File: src/rtl/fetch_unit_if.sv
// Fetch-stage bundle: hazard/redirect controls, instruction-memory req/ack port,
// and the IF/ID register inputs. The fetch unit takes the master side.
interface fetch_unit_if;
    logic        PCWrite_en;
    logic        Redirect_en;
    logic [31:0] Redirect_PC;
    logic [31:0] IMem_Addr;
    logic        IMem_Req;
    logic        IMem_Ack;
    logic [31:0] IMem_RData;
    logic [31:0] PCPlusBy4;
    logic [31:0] InstrMem_o;
    logic        Instr_Valid;
    logic        Fetch_Bubble;

    // Memory handshake: a transfer completes in a cycle where IMem_Req=1 and
    // IMem_Ack=1; IMem_Addr stays stable while IMem_Req=1 and no Ack seen yet.
    modport master (
        input  PCWrite_en, Redirect_en, Redirect_PC, IMem_Ack, IMem_RData,
        output IMem_Addr, IMem_Req, PCPlusBy4, InstrMem_o, Instr_Valid, Fetch_Bubble
    );

    modport slave (
        output PCWrite_en, Redirect_en, Redirect_PC, IMem_Ack, IMem_RData,
        input  IMem_Addr, IMem_Req, PCPlusBy4, InstrMem_o, Instr_Valid, Fetch_Bubble
    );
endinterface

File: src/rtl/fetch_unit.sv
// Instruction-fetch stage: owns the PC, talks to a variable-latency instruction
// memory, and keeps an instruction returned during a stall in a one-entry buffer.
module fetch_unit #(
    parameter logic [31:0] RESET_PC = 32'h0000_0000
) (
    input  logic         CLK,
    input  logic         RST,
    fetch_unit_if.master bus,
    output logic [1:0]   state_dbg
);

    typedef enum logic [1:0] {
        S_FETCH = 2'd0,
        S_HOLD  = 2'd1,
        S_KILL  = 2'd2
    } state_e;

    state_e      state;
    logic [31:0] pc;
    logic [31:0] req_addr;
    logic [31:0] buf_q;

    logic [31:0] target;
    logic [31:0] pc_next_seq;
    logic [31:0] kill_pc;
    logic        ack;
    logic        valid;

    assign ack         = bus.IMem_Ack;
    assign target      = bus.Redirect_PC & ~32'h3;
    assign pc_next_seq = pc + 32'd4;
    // In KILL a same-cycle redirect supersedes the earlier target.
    assign kill_pc     = bus.Redirect_en ? target : pc;

    always_ff @(posedge CLK or posedge RST) begin
        if (RST) begin
            state    <= S_FETCH;
            pc       <= RESET_PC;
            req_addr <= RESET_PC;
            buf_q    <= 32'h0;
        end else begin
            case (state)
                S_FETCH: begin
                    if (bus.Redirect_en) begin
                        pc <= target;
                        if (ack) req_addr <= target;
                        else     state    <= S_KILL;
                    end else if (ack) begin
                        if (bus.PCWrite_en) begin
                            pc       <= pc_next_seq;
                            req_addr <= pc_next_seq;
                        end else begin
                            buf_q <= bus.IMem_RData;
                            state <= S_HOLD;
                        end
                    end
                end
                S_HOLD: begin
                    if (bus.Redirect_en) begin
                        pc       <= target;
                        req_addr <= target;
                        state    <= S_FETCH;
                    end else if (bus.PCWrite_en) begin
                        pc       <= pc_next_seq;
                        req_addr <= pc_next_seq;
                        state    <= S_FETCH;
                    end
                end
                S_KILL: begin
                    pc <= kill_pc;
                    // The stale request completes here; its data is dropped.
                    if (ack) begin
                        req_addr <= kill_pc;
                        state    <= S_FETCH;
                    end
                end
                default: state <= S_FETCH;
            endcase
        end
    end

    assign valid = ~RST & (((state == S_FETCH) & ack) | (state == S_HOLD));

    assign bus.IMem_Addr    = req_addr;
    assign bus.IMem_Req     = ~RST & (state != S_HOLD);
    assign bus.Instr_Valid  = valid;
    assign bus.Fetch_Bubble = ~valid;
    assign bus.PCPlusBy4    = pc_next_seq;
    assign bus.InstrMem_o   = (state == S_HOLD && !RST) ? buf_q :
                              (valid ? bus.IMem_RData : 32'h0);
    assign state_dbg        = state;

endmodule

File: src/flat_wrapper.sv
// flat-port wrapper written by rule: the top's interface ports become plain ports
module fetch_unit_flat 
#(
    parameter logic [31:0] RESET_PC = 32'h0000_0000
)
  (CLK, RST, state_dbg, bus_PCWrite_en, bus_Redirect_en, bus_Redirect_PC, bus_IMem_Ack, bus_IMem_RData, bus_IMem_Addr, bus_IMem_Req, bus_PCPlusBy4, bus_InstrMem_o, bus_Instr_Valid, bus_Fetch_Bubble);
  fetch_unit_if bus_i ();
  input  logic CLK;
  input  logic RST;
  output logic [1:0] state_dbg;
  input wire logic [$bits(bus_i.PCWrite_en)-1:0] bus_PCWrite_en;
  input wire logic [$bits(bus_i.Redirect_en)-1:0] bus_Redirect_en;
  input wire logic [$bits(bus_i.Redirect_PC)-1:0] bus_Redirect_PC;
  input wire logic [$bits(bus_i.IMem_Ack)-1:0] bus_IMem_Ack;
  input wire logic [$bits(bus_i.IMem_RData)-1:0] bus_IMem_RData;
  output wire logic [$bits(bus_i.IMem_Addr)-1:0] bus_IMem_Addr;
  output wire logic [$bits(bus_i.IMem_Req)-1:0] bus_IMem_Req;
  output wire logic [$bits(bus_i.PCPlusBy4)-1:0] bus_PCPlusBy4;
  output wire logic [$bits(bus_i.InstrMem_o)-1:0] bus_InstrMem_o;
  output wire logic [$bits(bus_i.Instr_Valid)-1:0] bus_Instr_Valid;
  output wire logic [$bits(bus_i.Fetch_Bubble)-1:0] bus_Fetch_Bubble;
  assign bus_i.PCWrite_en = bus_PCWrite_en;
  assign bus_i.Redirect_en = bus_Redirect_en;
  assign bus_i.Redirect_PC = bus_Redirect_PC;
  assign bus_i.IMem_Ack = bus_IMem_Ack;
  assign bus_i.IMem_RData = bus_IMem_RData;
  assign bus_IMem_Addr = bus_i.IMem_Addr;
  assign bus_IMem_Req = bus_i.IMem_Req;
  assign bus_PCPlusBy4 = bus_i.PCPlusBy4;
  assign bus_InstrMem_o = bus_i.InstrMem_o;
  assign bus_Instr_Valid = bus_i.Instr_Valid;
  assign bus_Fetch_Bubble = bus_i.Fetch_Bubble;
  fetch_unit #(.RESET_PC(RESET_PC)) u_core (.CLK(CLK), .RST(RST), .bus(bus_i), .state_dbg(state_dbg));
endmodule
File: config.mk
export PLATFORM = sky130hd
export DESIGN_NAME = fetch_unit_flat
export DESIGN_NICKNAME = d
export VERILOG_FILES = /design/src/rtl/fetch_unit_if.sv /design/src/rtl/fetch_unit.sv /design/src/flat_wrapper.sv
export SDC_FILE = /design/constraint.sdc
export NUM_CORES = 1
export LEC_CHECK = 0
export CORE_AREA = 8 8 119 121
export CTS_BUF_LIST = sky130_fd_sc_hd__clkbuf_4
export DETAILED_ROUTE_END_ITERATION = 10
export DIE_AREA = 0 0 127 129
export PLACE_DENSITY = 0.86
export RECOVER_POWER = 50
export SLEW_MARGIN = 20
export SYNTH_ARGS = -nofsm -noshare
export SYNTH_HDL_FRONTEND = slang
export SYNTH_SLANG_ARGS = --single-unit
File: constraint.sdc
create_clock -name CLK -period 7.3 [get_ports CLK]
set_clock_uncertainty 0.1 [all_clocks]
set_input_delay 1.46 -clock CLK [delete_from_list [all_inputs] [get_ports CLK]]
set_output_delay 1.46 -clock CLK [all_outputs]
set_load 0.005 [all_outputs]
==> impl_results.md <==
- Async SR Flop Fraction: 1.00
- Gr ovfl total: 0
- Tightest Pin Transition: between 3000 and 4000 ps
- Initial antenna violation count: 0
- Die Area: 16400 µm²
- WL final: 18100 µm
- Pre-CTS setup slack: about 1600 ps
- Ys Warns: 0
- Fillers: 1028
- Slowest CP cell: clkbuf_1
- Hold Buf Count CTS: 0
- Antenna Nets Post-Route: 0
- Avg Inst Size Synth: ~9.3 µm²
- Crit path cell chain: clkbuf_1, clkbuf_1, inv_1, clkbuf_1, nor2_1, a211o_2, and3_1
- Die height: 129 µm
- Fin Setup TNS: 0 ps
- Period minus WS final: 5700 ps
- P&R area growth vs syn: 29.3%
- Max-slew violations: around 220
- Critical Path AT: approximately 6000 ps
- Port bufs: 167
- Cell taking the most area after synthesis: dfrtp_1
- Area contributors post-synth: dfrtp_1 (41%), mux2_2 (6.0%), a22o_1 (5.3%)
- CP Capture Type: register
- Initial Util: 0.487
- Maximum clock frequency: 176 MHz
- Final setup viols: 0
- Ys flop type: dfrtp_1
- Count leader, synth: dfrtp_1
- Final period util: 0.780
- Clock Latency Late Sink: about 460 ps
- Die width: 127 µm
- Root Buffer Master: clkbuf_4
- Fin nets: 840
- TritonCTS buffer count: 9
- Drt drc: 0
- Power Dens Cells: approximately 200 nW/µm²
- Core area: 12300 µm²
- H-tree lvl count: 3
- Gp weighted congestion: 0.879
- TritonCTS clock tree: done
- Area occupied by multi-input gates: 3210 µm²
- DR vias/cell: roughly 6.1
- Hpwl dp: 13000 µm
- Maximum number of pins on one net before global-route repair: 63
- Final worst slack: 1600 ps
- Wire length per cell: 19.5 µm
- Post-synth EDFFs: 0
- CP dominant cell by count: clkbuf_1
- CTS clk-pin slew, worst paths: 160 ps
- # Post-CTS Setup Buffers: 0
- WP data required: 7600 ps
- Min-Delay Path Class: register to register
- Number of distinct library cells after synthesis: 64
- PostCTS Resize Cnt: 0
- CP Buf/Inv Count: 4
- Sequential share of the synthesized area: 0.409
- Most frequent cells after synthesis: dfrtp_1 (98), nand2_1 (79), o21ai_0 (44)
- Failing checks: capacitance limit, slew limit
- Count of final hold-check violations: 0
- Syn Inst Count: 642
- Sink Count: 98
- Ports: 170
- Vias in the first global route: 5611
- Leakage: 3.07 nW
- Top Family by Delay on Critical Path: buffers and inverters
- Yosys reg bits: 98
- Via Count: 5599
- ANT cells: 0
- DRT iter0 DRCs: 448
- Share of layout cells above drive strength 1: 0.101
- GRT Total Usage: 0.218
- Global-route wire length before repair: slightly below 30000 µm
- Total power: approximately 1.5 mW
- CP Launch Type: input pin
- Syn Nets: roughly 710
- Setup CP Type: input pin to register
- CP peak stage delay: 1940 ps
- Drt first pass iters: 7
- Outcome: finished with violations
- Max-cap violations: 5
- Synth Cell Area: between 5000 and 6000 µm²
- IR drop worst, VDD: 108 µV
- CTS Buffer Depth: 2
- Worst-path fanout max: a little over 60
- Slew HR: -1.02
- Unrepaired setup endpoints after global routing: false
- # rows: 41
- Post-synth top area share: 0.409
- Register Area: 2450 µm²
-- cells in the final DEF, fill, tap and decap left out, types with 4 or more instances in the layout --
cell | netlist | routed
o22a_1 | 5 | 5
clkdlybuf4s50_1 | 0 | 135
dfrtp_1 | 98 | 98
a31oi_1 | 7 | 7
mux2i_1 | 5 | 5
o31ai_1 | 8 | 8
a21oi_1 | 21 | 21
nor4_1 | 7 | 7
o21a_1 | 6 | 6
nand2b_1 | 7 | 7
xnor2_1 | 25 | 25
a22o_1 | 36 | 36
nor3_1 | 24 | 24
clkinv_4 | 0 | 4
inv_1 | 11 | 10
dlygate4sd3_1 | 0 | 31
and3_1 | 7 | 7
clkbuf_4 | 0 | 9
clkbuf_1 | 33 | 7
mux2_2 | 32 | 32
nor4_4 | 4 | 4
a31o_2 | 4 | 4
nor2_1 | 34 | 33
nand2_1 | 79 | 79
xor2_1 | 10 | 10
nand4_1 | 13 | 13
and4_1 | 7 | 7
buf_4 | 9 | 5
nand3_1 | 20 | 20
o221a_1 | 4 | 4
o21ai_0 | 44 | 44
-- area by class of cell --
cell class | count | area share
Timing Repair Buffer | 178 | 0.223
Tap cell | 150 | 0.0242
Clock buffer | 9 | 0.00872
Clock inverter | 7 | 0.00807
Sequential cell | 98 | 0.316
Inverter | 11 | 0.00549
Multi-Input combinational cell | 472 | 0.414
-- cells by family after synthesis --
logic type,Yosys count,share of synthesized area
muxes,37,0.0685
DFF,98,0.409
AOI/OAI and AO/OA,172,0.203
xor gates and xnor gates,37,0.0566
adders and majority gates,1,0.00209
and+or+nand+nor,225,0.204
buffers and inverters,72,0.0568
-- state kept, by name, indices dropped and copies added, names as in the netlist --
name                  cells
u_core.buf_q             32
u_core.bus.IMem_Addr     32
u_core.pc                32
u_core.state_dbg          2
-- worst paths after layout --
path,start,end,slack (ps),cells past startpoint
min in group asynchronous,RST,u_core.buf_q[15],2610,3
worst max register to register,u_core.state_dbg[0],u_core.pc[28],4210,6
worst min-delay path,u_core.bus.IMem_Addr[3],u_core.bus.IMem_Addr[3],390,2
max in group asynchronous,RST,u_core.bus.IMem_Addr[15],2670,4
worst max-delay path,bus_Redirect_en,u_core.pc[28],1600,7
worst min register to register,u_core.bus.IMem_Addr[3],u_core.bus.IMem_Addr[3],390,2
-- power by group --
group / switching [mW] / internal [mW]
clock: 0.205 / 0.0762
combinational: 0.217 / 0.278
sequential: 0.107 / 0.646
total: 0.529 / 1.00
-- routing by layer --
metal,part of all wire,global-route usage,vias to the layer above
li1,-,-,2599
met1,0.42,0.269,2713
met2,0.49,0.373,261
met3,0.071,0.0410,26
met4,0.018,0.0777,0
met5,0,0,-
-- tightest hold or removal path, cell delays in order, from the launching register on --
cell,delay (ps)
dfrtp_1,370
nand2_1,40
o21ai_0,60
-- stage by stage --
step | cells | utilization | cell area [µm²] | hold WS [ps]
final | 925 | 0.629 | 7750 | 392
after global routing | 925 | 0.629 | 7750 | 418
after CTS | 925 | 0.631 | 7770 | 406
after detailed placement | 909 | 0.621 | 7640 | 369
after global placement | 909 | 0.621 | 7640 | 366
after floorplan | 642 | - | 5990 | 373
Power figures use the tool's default switching activity.
